<file path="config.mk">
export PLATFORM = sky130hd
export DESIGN_NAME = tbuf_ctrl_flat
export DESIGN_NICKNAME = d
export VERILOG_FILES = /design/src/rtl/tbuf_pkg.sv /design/src/rtl/tbuf_if.sv /design/src/rtl/tbuf_skid_fifo.sv /design/src/rtl/tbuf_ctrl.sv /design/src/flat_wrapper.sv
export SDC_FILE = /design/constraint.sdc
export NUM_CORES = 1
export LEC_CHECK = 0
export CORE_MARGIN = 2
export CORE_UTILIZATION = 30
export DETAILED_ROUTE_END_ITERATION = 8
export SETUP_SLACK_MARGIN = 0.3
export SYNTH_ARGS = -nofsm -noshare
export SYNTH_HDL_FRONTEND = slang
export SYNTH_SLANG_ARGS = --single-unit
</file>
<file path="constraint.sdc">
create_clock -name clk -period 6.8 [get_ports clk]
set_input_delay 1.36 -clock clk [delete_from_list [all_inputs] [get_ports clk]]
set_output_delay 1.36 -clock clk [all_outputs]
set_load 0.005 [all_outputs]
</file>
<file path="src/rtl/tbuf_pkg.sv">
// Shared constants and FSM encodings for the transpose-buffer sequencer.
package tbuf_pkg;

    localparam int TBUF_DW   = 64;
    localparam int TBUF_AW   = 3;
    localparam int TBUF_NROW = 8;
    localparam int TBUF_SKID = 2;

    typedef enum logic {
        W_FILL = 1'b0,
        W_FULL = 1'b1
    } wstate_t;

    typedef enum logic {
        R_IDLE  = 1'b0,
        R_BURST = 1'b1
    } rstate_t;

endpackage

</file>
<file path="src/rtl/tbuf_if.sv">
// dualram-facing bus of the transpose buffer; master is the sequencer.
interface tbuf_if #(
    parameter int DW = 64,
    parameter int AW = 3
);
    logic          rnw;
    logic [AW-1:0] wa;
    logic [7:0]    be;
    logic [DW-1:0] di;
    logic          din_valid;
    logic [AW-1:0] ra;
    logic [DW-1:0] do_in;

    modport master (
        output rnw, wa, be, di, din_valid, ra,
        input  do_in
    );

    modport slave (
        input  rnw, wa, be, di, din_valid, ra,
        output do_in
    );
endinterface

</file>
<file path="src/rtl/tbuf_skid_fifo.sv">
// Fall-through skid FIFO: an incoming word is visible at the head in the
// same cycle when the FIFO is empty, and is only stored if not taken.
module skid_fifo #(
    parameter int W     = 68,
    parameter int DEPTH = 2,
    parameter int CW    = $clog2(DEPTH + 1)
) (
    input  logic          clk,
    input  logic          rst_n,
    input  logic          in_valid,
    input  logic [W-1:0]  in_data,
    output logic          out_valid,
    output logic [W-1:0]  out_data,
    input  logic          out_ready,
    output logic [CW-1:0] occ
);
    localparam int PW = (DEPTH > 1) ? $clog2(DEPTH) : 1;

    logic [W-1:0]  mem [DEPTH];
    logic [PW-1:0] rd_ptr, wr_ptr;
    logic [CW-1:0] cnt;
    logic          empty, pop, store, deq;

    function automatic logic [PW-1:0] ptr_inc(input logic [PW-1:0] p);
        return (p == PW'(DEPTH - 1)) ? '0 : p + 1'b1;
    endfunction

    assign empty     = (cnt == '0);
    assign out_valid = !empty || in_valid;
    assign out_data  = !empty ? mem[rd_ptr] : (in_valid ? in_data : '0);
    assign pop       = out_valid && out_ready;
    assign store     = in_valid && !(empty && out_ready);
    assign deq       = pop && !empty;
    assign occ       = cnt;

    always_ff @(posedge clk) begin
        if (store) begin
            mem[wr_ptr] <= in_data;
        end
    end

    always_ff @(posedge clk or negedge rst_n) begin
        if (!rst_n) begin
            rd_ptr <= '0;
            wr_ptr <= '0;
            cnt    <= '0;
        end else begin
            if (store) begin
                wr_ptr <= ptr_inc(wr_ptr);
            end
            if (deq) begin
                rd_ptr <= ptr_inc(rd_ptr);
            end
            case ({store, deq})
                2'b10:   cnt <= cnt + 1'b1;
                2'b01:   cnt <= cnt - 1'b1;
                default: cnt <= cnt;
            endcase
        end
    end
endmodule

</file>
<file path="src/rtl/tbuf_ctrl.sv">
// Ping-pong transpose buffer sequencer: fills one dualram bank with rows while
// the other bank is read out as columns through a skid FIFO.
//
//   state   | meaning
//   W_FILL  | accepting rows into the write bank
//   W_FULL  | write bank complete, waiting for the reader to go idle
//   R_IDLE  | no bank to read
//   R_BURST | issuing ra 0..NROW-1 against the read bank
module tbuf_ctrl
    import tbuf_pkg::*;
#(
    parameter int DW   = TBUF_DW,
    parameter int AW   = TBUF_AW,
    parameter int NROW = TBUF_NROW,
    parameter int SKID = TBUF_SKID
) (
    input  logic          clk,
    input  logic          rst_n,
    input  logic          row_valid,
    input  logic [DW-1:0] row_data,
    output logic          row_ready,
    tbuf_if.master        ram,
    output logic          col_valid,
    output logic [DW-1:0] col_data,
    output logic [AW-1:0] col_idx,
    output logic          col_last,
    input  logic          col_ready
);
    localparam int OW = $clog2(SKID + 1);

    wstate_t       w_state, w_next;
    rstate_t       r_state, r_next;
    logic [AW-1:0] wcnt, rcnt, infl_idx;
    logic          rnw_q, inflight;
    logic          row_acc, swap, issue, pop;
    logic [OW-1:0] occ;
    logic [OW:0]   level;
    logic [DW+AW:0] push_word, head;

    assign row_ready = rst_n && (w_state == W_FILL);
    assign row_acc   = row_valid && row_ready;
    assign swap      = (w_state == W_FULL) && (r_state == R_IDLE);
    assign pop       = col_valid && col_ready;

    // Words already owned downstream of ra: stored, in flight, minus the one leaving now.
    assign level = {1'b0, occ} + {{OW{1'b0}}, inflight} - {{OW{1'b0}}, pop};
    assign issue = (r_state == R_BURST) && (level < (OW+1)'(SKID));

    always_comb begin
        w_next        = w_state;
        r_next        = r_state;
        ram.din_valid = row_acc;
        ram.be        = row_acc ? 8'hFF : 8'h00;
        ram.di        = row_acc ? row_data : '0;
        ram.wa        = wcnt;
        ram.ra        = rcnt;
        ram.rnw       = rnw_q;
        case (w_state)
            W_FILL: if (row_acc && wcnt == AW'(NROW - 1)) w_next = W_FULL;
            W_FULL: if (swap) w_next = W_FILL;
        endcase
        case (r_state)
            R_IDLE:  if (swap) r_next = R_BURST;
            R_BURST: if (issue && rcnt == AW'(NROW - 1)) r_next = R_IDLE;
        endcase
    end

    always_ff @(posedge clk or negedge rst_n) begin
        if (!rst_n) begin
            w_state  <= W_FILL;
            r_state  <= R_IDLE;
            wcnt     <= '0;
            rcnt     <= '0;
            rnw_q    <= 1'b1;
            inflight <= 1'b0;
            infl_idx <= '0;
        end else begin
            w_state  <= w_next;
            r_state  <= r_next;
            inflight <= issue;
            if (row_acc) begin
                wcnt <= wcnt + 1'b1;
            end
            if (swap) begin
                rnw_q <= !rnw_q;
                rcnt  <= '0;
            end else if (issue) begin
                rcnt <= rcnt + 1'b1;
            end
            if (issue) begin
                infl_idx <= rcnt;
            end
        end
    end

    assign push_word = {infl_idx == AW'(NROW - 1), infl_idx, ram.do_in};

    skid_fifo #(
        .W     (DW + AW + 1),
        .DEPTH (SKID),
        .CW    (OW)
    ) u_skid (
        .clk       (clk),
        .rst_n     (rst_n),
        .in_valid  (inflight),
        .in_data   (push_word),
        .out_valid (col_valid),
        .out_data  (head),
        .out_ready (col_ready),
        .occ       (occ)
    );

    assign {col_last, col_idx, col_data} = head;
endmodule

</file>
<file path="src/flat_wrapper.sv">
// flat-port wrapper written by rule: the top's interface ports become plain ports
module tbuf_ctrl_flat import tbuf_pkg::*;
#(
    parameter int DW   = TBUF_DW,
    parameter int AW   = TBUF_AW,
    parameter int NROW = TBUF_NROW,
    parameter int SKID = TBUF_SKID
)
  (clk, rst_n, row_valid, row_data, row_ready, col_valid, col_data, col_idx, col_last, col_ready, ram_rnw, ram_wa, ram_be, ram_di, ram_din_valid, ram_ra, ram_do_in);
  tbuf_if #(.DW(DW), .AW(AW)) ram_i ();
  input  logic clk;
  input  logic rst_n;
  input  logic row_valid;
  input  logic [DW-1:0] row_data;
  output logic row_ready;
  output logic col_valid;
  output logic [DW-1:0] col_data;
  output logic [AW-1:0] col_idx;
  output logic col_last;
  input  logic col_ready;
  output wire logic [$bits(ram_i.rnw)-1:0] ram_rnw;
  output wire logic [$bits(ram_i.wa)-1:0] ram_wa;
  output wire logic [$bits(ram_i.be)-1:0] ram_be;
  output wire logic [$bits(ram_i.di)-1:0] ram_di;
  output wire logic [$bits(ram_i.din_valid)-1:0] ram_din_valid;
  output wire logic [$bits(ram_i.ra)-1:0] ram_ra;
  input wire logic [$bits(ram_i.do_in)-1:0] ram_do_in;
  assign ram_rnw = ram_i.rnw;
  assign ram_wa = ram_i.wa;
  assign ram_be = ram_i.be;
  assign ram_di = ram_i.di;
  assign ram_din_valid = ram_i.din_valid;
  assign ram_ra = ram_i.ra;
  assign ram_i.do_in = ram_do_in;
  tbuf_ctrl #(.DW(DW), .AW(AW), .NROW(NROW), .SKID(SKID)) u_core (.clk(clk), .rst_n(rst_n), .row_valid(row_valid), .row_data(row_data), .row_ready(row_ready), .ram(ram_i), .col_valid(col_valid), .col_data(col_data), .col_idx(col_idx), .col_last(col_last), .col_ready(col_ready));
endmodule
</file>
==> key figures, run 1 <==
Run status
  – Outcome: finished clean

Critical path
  – Crit path DAT: 3.78 ns
  – Critical path origin: rst_n
  – Slowest stage delay, CP: 0.61 ns
  – Flop-to-flop setup slack: 3.52 ns
  – Peak fanout along the critical path: 66
  – Crit path cell chain: clkdlybuf4s50_1, buf_4, nor2b_4, buf_4, and2_1, clkdlybuf4s50_1
  – Crit start category: primary input
  – Slowest-stage cell, CP: clkdlybuf4s50_1
  – Crit Reg-Reg Endpoint: u_core.infl_idx[2]
  – Worst r2r src: u_core.u_skid.occ[0]
  – Required @ worst endpoint: 5.44 ns
  – Crit path capture: ram_be[1]
  – Kind of end point of the critical path: output port
  – Cells on worst reg2reg path: 10
  – Crit Path Class: primary input to output port

Placed design
  – DP Wirelength: 12500 um
  – Dpl ws: 1.59 ns
  – Port Buffers: 281
  – GP Congestion: 0.729
  – Placed Cells: 1043

Synthesis
  – Synth top area share: 0.586
  – Synthesized cell area: 0.00697 mm2
  – Syn Nets: 662
  – Yosys top cell by area: edfxtp_1
  – Seq/Total Area, Yosys: 0.647
  – Synth Instances: 523
  – Post-synth EDFFs: 136
  – Synth unique cells: 30
  – Yosys reg bits: 153
  – Synth warn: 0
  – Syn avg cell area: 13.3 um2
  – Dominant synthesized flop cell: edfxtp_1
  – Async SR Flop Fraction: 0.111
  – Synth top area cells: edfxtp_1, mux2i_1, and3_1

STA
  – Final hold vios: 0
  – Slew Limit Fails: 0
  – Total negative slack for setup checks: 0 ns
  – Final critical-path share of the clock period: 0.756
  – Worst-case hold slack: 0.491 ns
  – Worst slew pin tran: 1.02 ns
  – Clk_skew: 0.0103 ns
  – Post-route minimum period: 5.14 ns
  – Final Worst Setup Slack: 1.66 ns
  – Final Setup Violations: 0
  – Fmax: 194 MHz
  – Rel. slew slack: 0.315
  – RSZ-0062 raised after global routing: false

CTS
  – CTS root buffer: clkbuf_16
  – CTS H-tree lvls: 4
  – Post-cts resize count: 0
  – Post-CTS Setup Bufs: 0
  – Clock slew at reported path FFs: 0.07 ns
  – Hold buffers post-CTS: 0
  – Cts bufs inserted: 17
  – CTS tree: done
  – Longest Clk Path Bufs: 2
  – Skew-Pair Late Insertion Delay: 0.42 ns
  – CTS sink cnt: 153

Floorplanning
  – Die height: 156 um
  – Die area: 0.0245 mm2
  – Total core area: 0.0227 mm2
  – I/O pins: 282
  – Initial core utilization: 0.307
  – # rows: 55
  – Die Wd: 156 um

Layout
  – Final non-filler cell total: 1076
  – Layout cell share with drive strength beyond 1: 0.0671
  – Area delta synth->final: 51.1%
  – Final layout net count: 916
  – FILL cells: 2093

Drt
  – Antenna Violating Nets Remaining: 0
  – Drt drc: 0
  – Drt initial violations: 295
  – Vias/cell: 4.73
  – Final WL: 18500 um
  – Drt first pass iters: 4
  – Detailed-route wire length per cell: 17.2 um
  – DR vias: 5089

Power and ir drop
  – P_leak: 3.93 nW
  – PwrDens: 371 mW/mm2
  – VDD IR-drop max: 0.149 mV

Global routing
  – GR peak layer: met2
  – Vias in the first global route: 5181
  – Global Route met1 Usage: 0.180
  – Met3 Use GR: 0.0604
  – Largest net degree at the start of global routing: 74
  – Initial antenna violation count: 1
  – Total Routing Usage GR: 0.151
  – First-pass GRT wire length: 28100 um
  – Final global-route overflow total: 0
  – Met2 Use GR: 0.255

Hold path
  – HP Class: flop to flop

Flow run
  – Max cap viols: 0
[critical path: cells and delay by family]
kind | cells | cell delay, ns
and+or+nand+nor | 2 | 0.68
buffers and inverters | 4 | 1.73
[power breakdown]
| part | internal, W | switching, W |
|---|---|---|
| clock | 0.000556 | 0.000404 |
| sequential | 0.00124 | 0.000176 |
| combinational | 0.000868 | 0.000671 |
[cells by family after synthesis]
kind of cell    synth area share
fa+ha+maj                 0.0136
buf+inv                   0.0474
flops                      0.647
simple gates               0.118
xor+xnor                  0.0101
compound gates            0.0521
mux                        0.112
[sequential cells by signal, summed over array words and instances (netlist names)]
name,count
u_core.u_skid.mem,136
u_core.infl_idx,3
u_core.ram.ra,3
u_core.ram.wa,3
u_core.u_skid.occ,2
u_core.inflight,1
u_core.r_state,1
u_core.ram.rnw,1
u_core.u_skid.rd_ptr,1
u_core.u_skid.wr_ptr,1
u_core.w_state,1
[per-stage QoR]
step	utilization	power [W]	cell area, um2
floorplan	-	0.00220	6970
global placement	0.437	0.00299	9930
detailed placement	0.437	0.00301	9930
CTS	0.464	0.00398	10500
global route	0.464	0.00417	10500
finish	0.464	0.00391	10500
[cells in the mapped netlist, drive strengths merged, types with 2 or more instances]
cell	instances
mux2i	71
edfxtp	136
xor2	3
nand2	5
mux2	5
dfrtp	16
ha	6
and2	2
xnor2	5
inv	4
clkbuf	20
nand2b	2
nor2	5
and3	66
nand3	67
buf	35
nor2b	2
o21ai	67
[area by class of cell]
type | instances | area, um2 | share of cell area
multi-input cells | 311 | 2160 | 0.205
well taps | 285 | 357 | 0.0338
clock buffers | 17 | 425 | 0.0404
inverters | 4 | 15.0 | 0.00143
flip-flops and latches | 153 | 4520 | 0.429
repair buffers | 290 | 2880 | 0.273
clock inverters | 15 | 180 | 0.0171
diodes | 1 | 2.50 | 0.000238
[how the worst min path moves through the flow]
stage / from / to / slack [ns] / depth (start not counted)
5_1_grt: u_core.ram.rnw / u_core.ram.rnw / 0.51 / 1
3_3_place_gp: u_core.ram.rnw / u_core.ram.rnw / 0.48 / 1
4_1_cts: u_core.ram.rnw / u_core.ram.rnw / 0.50 / 1
6_report: u_core.ram.rnw / u_core.ram.rnw / 0.49 / 1
3_5_place_dp: u_core.ram.wa[0] / u_core.ram.wa[0] / 0.49 / 1
2_1_floorplan: u_core.u_skid.wr_ptr / u_core.u_skid.wr_ptr / 0.47 / 1
[cells in the final DEF (no fill, tap or decap), types with 3 or more instances in the layout]
master           netlist  routed
and3_1                66      66
buf_4                 10       9
clkbuf_16              0      17
clkdlybuf4s50_1        0     281
dfrtp_1               16      14
edfxtp_1             136     136
ha_1                   6       6
inv_1                  4       4
inv_6                  0       7
mux2_4                 3       3
mux2i_1               71      71
nand2_1                5       5
nand3_1               67      67
nor2_4                 0       3
o21ai_0               58      58
o21ai_1                9       9
xnor2_1                5       5
xor2_1                 3       3
[per-layer routing]
metal,part of all wire,wire length [um]
met5,0,0
met2,0.49,9090
met3,0.090,1660
met1,0.41,7600
met4,0.0081,150
Note: power is estimated with default switching activity, not from simulation.
==> inputs of run 2 (changes only) <==
- clock period: 6.8 -> 4.35 ns (I/O delays scaled with it)
==> run 2 against run 1 <==
Power increased by 58%; sequential share of layout area decreased by 0.26 points; sequential power increased by 57%; global-route usage increased by 0.19 points; setup slack got worse by 0.98 ns; clock skew increased by 0.0042 ns; sequential cell count unchanged; first-iteration DRC count increased by 5.8%; clock-buffer cell count increased by 1; critical path type unchanged.
==> key figures, run 2 (synthesized netlist as in run 1, its figures left out) <==
Drt
  – DR vias: 5089 (unchanged)
  – Final WL: 18500 um (about the same)
  – Antenna Violating Nets Remaining: 0 (unchanged)
  – Drt first pass iters: 6 (+2)
  – Vias/cell: 4.73 (about the same)
  – Drt initial violations: 312 (+5.8%)
  – Drt drc: 0 (unchanged)
  – Detailed-route wire length per cell: 17.2 um (-0.10%)

Floorplanning
  – Die area: 0.0245 mm2 (unchanged)
  – I/O pins: 282 (unchanged)
  – Die Wd: 156 um (unchanged)
  – Die height: 156 um (unchanged)
  – Total core area: 0.0227 mm2 (unchanged)
  – # rows: 55 (unchanged)
  – Initial core utilization: 0.307 (unchanged)

Layout
  – Commonest non-fill, non-tap cell in the layout: clkdlybuf4s50_1
  – Largest Register: u_core.u_skid.mem
  – Final non-filler cell total: 1077 (+0.093%)
  – Most frequent cells in the layout: clkdlybuf4s50_1, edfxtp_1, mux2i_1
  – Area delta synth->final: 52.1%
  – Layout cell share with drive strength beyond 1: 0.0658 (-0.00127)
  – Final layout net count: 916 (unchanged)
  – Max reg flops: 136 (unchanged)

CTS
  – CTS root buffer: clkbuf_16
  – CTS tree: done
  – Skew-Pair Late Insertion Delay: 0.42 ns (about the same)
  – Longest Clk Path Bufs: 2 (unchanged)
  – CTS H-tree lvls: 4 (unchanged)
  – CTS sink cnt: 153 (unchanged)
  – Post-cts resize count: 0 (unchanged)
  – Cts bufs inserted: 17 (unchanged)
  – Hold buffers post-CTS: 0 (unchanged)
  – Clock slew at reported path FFs: 0.06 ns (about the same)
  – Post-CTS Setup Bufs: 0 (unchanged)

Hold path
  – WHS Endpoint: u_core.ram.rnw
  – Hold wc startpoint: u_core.ram.rnw
  – HP Class: flop to flop
  – Worst Hold Depth: 1 (unchanged)

Placed design
  – Port Buffers: 281 (unchanged)
  – GP Congestion: 0.756 (+3.7%)
  – Placed Cells: 1043 (unchanged)
  – Dpl ws: 0.678 ns (-0.916 ns)
  – DP Wirelength: 12200 um (-1.9%)

Global routing
  – Vias in the first global route: 5291 (+2.1%)
  – Largest net degree at the start of global routing: 79 (+6.8%)
  – Total Routing Usage GR: 0.153 (+0.00189)
  – Final global-route overflow total: 0 (unchanged)
  – First-pass GRT wire length: 28700 um (+2.1%)
  – Initial antenna violation count: 2 (+1)

Critical path
  – Cells on worst reg2reg path: 9 (-1)
  – Kind of end point of the critical path: output port
  – Flop-to-flop setup slack: 1.19 ns (-2.33 ns)
  – Crit Path Class: primary input to output port
  – Most used cell, CP: clkdlybuf4s50_1
  – Peak fanout along the critical path: 51 (-23%)
  – Crit path DAT: 2.80 ns (-0.98 ns)
  – Crit start category: primary input
  – Crit path cell chain: clkdlybuf4s50_1, buf_4, and3_1, clkdlybuf4s50_1
  – CP top delay family: buffers and inverters
  – Required @ worst endpoint: 3.48 ns (-1.96 ns)
  – Slowest-stage cell, CP: clkdlybuf4s50_1
  – Crit Reg-Reg Endpoint: u_core.infl_idx[2]
  – Crit path buf inv count: 3 (-1)
  – Worst r2r src: u_core.u_skid.occ[0]
  – Slowest stage delay, CP: 0.74 ns (+0.13 ns)

STA
  – Final Setup Violations: 0 (unchanged)
  – Total negative slack for setup checks: 0 ns (unchanged)
  – Worst-case hold slack: 0.499 ns (+0.00838 ns)
  – Clk_skew: 0.0145 ns (+0.00417 ns)
  – Fmax: 272 MHz
  – Final hold vios: 0 (unchanged)
  – Worst slew pin tran: 0.866 ns (-0.159 ns)
  – Rel. slew slack: 0.423 (+0.107)
  – Final Worst Setup Slack: 0.680 ns (-0.977 ns)
  – Final critical-path share of the clock period: 0.844
  – Post-route minimum period: 3.67 ns
  – Slew Limit Fails: 0 (unchanged)
  – RSZ-0062 raised after global routing: false

Power and ir drop
  – P_leak: 3.94 nW (+0.34%)
  – VDD IR-drop max: 0.204 mV (+37%)
  – Power Total: 0.00618 W (+58%)
  – PwrDens: 583 mW/mm2 (+57%)

Flow run
  – Max cap viols: 0 (unchanged)

Run status
  – Outcome: finished clean
[run 2: per-stage QoR]
step,util,cell area [um2]
floorplan,-,6970
finish,0.467,10600
CTS,0.467,10600
global route,0.467,10600
detailed placement,0.439,9980
global placement,0.439,9980
[run 2: layer usage]
metal,global-route usage,part of all wire
met2,0.258,0.49
met4,0.0516,0.0095
met1,0.183,0.42
met3,0.0512,0.081
met5,0,0
[run 2: final cells by class]
cell class                      instances  area [um2]
Clock buffer                           18         429
Antenna cell                            2        5.00
Clock inverter                         14         188
Multi-Input combinational cell        311        2160
Inverter                                4        15.0
Timing Repair Buffer                  290        2930
Sequential cell                       153        4520
Fill cell                            2096       12100
Tap cell                              285         357
[run 2: worst max path at each step]
stage / from / endpoint / slack (ns) / depth (start not counted)
floorplan: col_ready / u_core.u_skid.mem[0][0] / -0.06 / 2
global placement: row_valid / ram_di[59] / 0.65 / 4
detailed placement: row_valid / ram_di[59] / 0.68 / 4
CTS: row_valid / ram_di[59] / 0.67 / 4
global route: row_valid / ram_di[59] / 0.55 / 4
finish: row_valid / ram_di[59] / 0.68 / 4
[run 2: report_power, final]
group	switching (W)	internal (W)	leakage (nW)
Sequential	0.000281	0.00193	1.44
Clock	0.000612	0.000919	0.292
Combinational	0.00104	0.00140	2.21
[run 2: worst register-to-register path, cell delays in order (launching register included)]
cell and delay [ns]:
dfrtp_1 0.45, nor2_4 0.52, nand2_1 0.16, and2_1 0.19, ha_1 0.27, nand2b_1 0.16
fa_1 0.39, xnor2_1 0.13, and3_1 0.44, mux2_4 0.34
==> inputs of run 3 (changes only) <==
- clock period: 4.35 -> 3.48 ns (I/O delays scaled with it)
==> run 3 against run 2 <==
Sequential power grew 17%; hold slack got worse by 0.0048 ns; first-iteration DRC count is 7.1% higher; sequential cell count is the same; clock power rose by 14%; die area is the same; clock skew down 0.0038 ns; critical path depth unchanged; via count grew 2.8%; global-route usage decreased by 0.34 points; critical endpoint is now ram_be[2]; largest power group unchanged; highest routed layer unchanged.
==> key figures, run 3 (synthesized netlist as in run 1, its figures left out) <==
Placed design
  – DP Wirelength: 12300 um (+0.65%)
  – Cell Area, Placed: 0.0100 mm2 (+0.35%)
  – Port Buffers: 281 (unchanged)
  – GP Congestion: 0.751 (-0.61%)
  – Dpl ws: 0.345 ns (-0.334 ns)

CTS
  – CTS H-tree lvls: 4 (unchanged)
  – Longest Clk Path Bufs: 2 (unchanged)
  – Clock slew at reported path FFs: 0.07 ns (about the same)
  – CTS tree: done
  – Post-CTS Setup Bufs: 0 (unchanged)
  – Cts bufs inserted: 17 (unchanged)
  – Skew-Pair Late Insertion Delay: 0.41 ns (about the same)
  – CTS root buffer: clkbuf_16
  – CTS sink cnt: 153 (unchanged)

Floorplanning
  – I/O pins: 282 (unchanged)
  – # rows: 55 (unchanged)
  – Total core area: 0.0227 mm2 (unchanged)
  – Die Wd: 156 um (unchanged)
  – Die height: 156 um (unchanged)
  – Die area: 0.0245 mm2 (unchanged)
  – Initial core utilization: 0.307 (unchanged)

Drt
  – Drt initial violations: 334 (+7.1%)
  – Detailed-route wire length per cell: 18.2 um (+5.9%)
  – Final WL: 19700 um (+6.3%)
  – Antenna Violating Nets Remaining: 0 (unchanged)
  – DR vias: 5234 (+2.8%)
  – Vias/cell: 4.84 (+2.5%)
  – Drt first pass iters: 4 (-2)
  – Drt drc: 0 (unchanged)

Power and ir drop
  – P_leak: 3.96 nW (+0.45%)
  – Power Total: 0.00770 W (+25%)
  – PwrDens: 725 mW/mm2 (+24%)
  – VDD IR-drop max: 0.400 mV (+96%)

Layout
  – Layout cell share with drive strength beyond 1: 0.0717 (+0.00588)
  – Largest Register: u_core.u_skid.mem
  – Commonest non-fill, non-tap cell in the layout: clkdlybuf4s50_1
  – Final instance area: 0.0106 mm2 (+0.12%)
  – FILL cells: 2083 (-0.62%)
  – Area delta synth->final: 52.2%
  – Max reg flops: 136 (unchanged)
  – Final core occ: 0.467 (+0.000551)
  – Final layout net count: 921 (+0.55%)
  – Most frequent cells in the layout: clkdlybuf4s50_1, edfxtp_1, mux2i_1

STA
  – Final Setup Violations: 0 (unchanged)
  – Clk_skew: 0.0107 ns (-0.00376 ns)
  – Final Worst Setup Slack: 0.404 ns (-0.276 ns)
  – Final hold vios: 0 (unchanged)
  – Worst slew pin tran: 0.584 ns (-0.282 ns)
  – Worst-case hold slack: 0.494 ns (-0.00484 ns)
  – RSZ-0062 raised after global routing: false
  – Fmax: 325 MHz
  – Final critical-path share of the clock period: 0.884
  – Post-route minimum period: 3.08 ns
  – Slew Limit Fails: 0 (unchanged)
  – Rel. slew slack: 0.611 (+0.188)

Global routing
  – Largest net degree at the start of global routing: 138 (+75%)
  – Vias in the first global route: 5339 (+0.91%)
  – Initial antenna violation count: 1 (-1)
  – Total Routing Usage GR: 0.150 (-0.00339)
  – Final global-route overflow total: 0 (unchanged)
  – First-pass GRT wire length: 28200 um (-1.8%)

Critical path
  – Cells on worst reg2reg path: 9 (unchanged)
  – Slowest stage delay, CP: 0.59 ns (-0.15 ns)
  – Peak fanout along the critical path: 11 (-78%)
  – Crit path cell chain: clkdlybuf4s50_1, nor2b_4, and2_1, clkdlybuf4s50_1
  – Crit path DAT: 2.38 ns (-0.42 ns)
  – Required @ worst endpoint: 2.78 ns (-0.70 ns)
  – Most used cell, CP: clkdlybuf4s50_1
  – Crit Path Class: primary input to output port
  – Crit start category: primary input
  – Slowest-stage cell, CP: clkdlybuf4s50_1
  – Kind of end point of the critical path: output port

Hold path
  – Worst Hold Depth: 1 (unchanged)
  – HP Class: flop to flop

Run status
  – Outcome: finished clean

Flow run
  – Max cap viols: 0 (unchanged)
run 3: changes by cell type in the layout (fill, tap and decap cells not counted):
cell,before,now
clkinv_2,0,2
clkinv_4,2,1
inv_6,4,5
clkbuf_8,0,1
buf_4,5,7
clkbuf_16,17,18
buf_6,0,1
diode_2,2,1
bufinv_16,3,1
run 3: worst paths after layout:
check	start	endpoint	slack [ns]
max	rst_n	ram_be[2]	0.40
min	u_core.ram.rnw	u_core.ram.rnw	0.49
max reg2reg	u_core.u_skid.occ[0]	u_core.infl_idx[2]	0.68
min reg2reg	u_core.ram.rnw	u_core.ram.rnw	0.49
max in group asynchronous	rst_n	u_core.ram.rnw	2.55
min in group asynchronous	rst_n	u_core.ram.ra[0]	0.68
run 3: worst max-delay path: cells and delay by family:
| kind | cells | cell delay [ns] |
|---|---|---|
| buffers and inverters | 2 | 1.09 |
| and+or+nand+nor | 2 | 0.59 |
run 3: timing repair:
item / CTS / global route
gates resized for setup: 0 / 3
hold buffers: 0 / 0
endpoints found under the setup margin: 0 / 20
run 3: per-stage QoR:
| stage | std cells | setup TNS (ns) |
|---|---|---|
| 2_1_floorplan | 523 | -102.20 |
| 3_3_place_gp | 1046 | 0 |
| 3_5_place_dp | 1046 | 0 |
| 4_1_cts | 1078 | 0 |
| 5_1_grt | 1081 | 0 |
| 6_report | 1081 | 0 |
run 3: final cells by class:
type	instances	area, um2	area share
antenna	1	2.50	0.000236
tap	285	357	0.0336
inverter	4	15.0	0.00141
timing repair buffer	295	3000	0.282
sequential	153	4520	0.426
multi-input combinational	311	2160	0.204
clock inverter	14	138	0.0130
clock buffer	18	429	0.0404
run 3: report_power, final:
group	switching [W]	leakage, nW	internal (W)
clock network	0.000752	0.272	0.00100
logic	0.00157	2.25	0.00178
registers	0.000179	1.44	0.00242
run 3: per-layer routing:
layer  routed length (um)  track usage  vias to the layer above  share of wire
li1                     -            -                     2476              -
met1                 8130        0.176                     2531           0.41
met2                 9650        0.257                      214           0.49
met3                 1630       0.0548                       13          0.083
met4                  246       0.0428                        0          0.013
met5                    0            0                        -              0
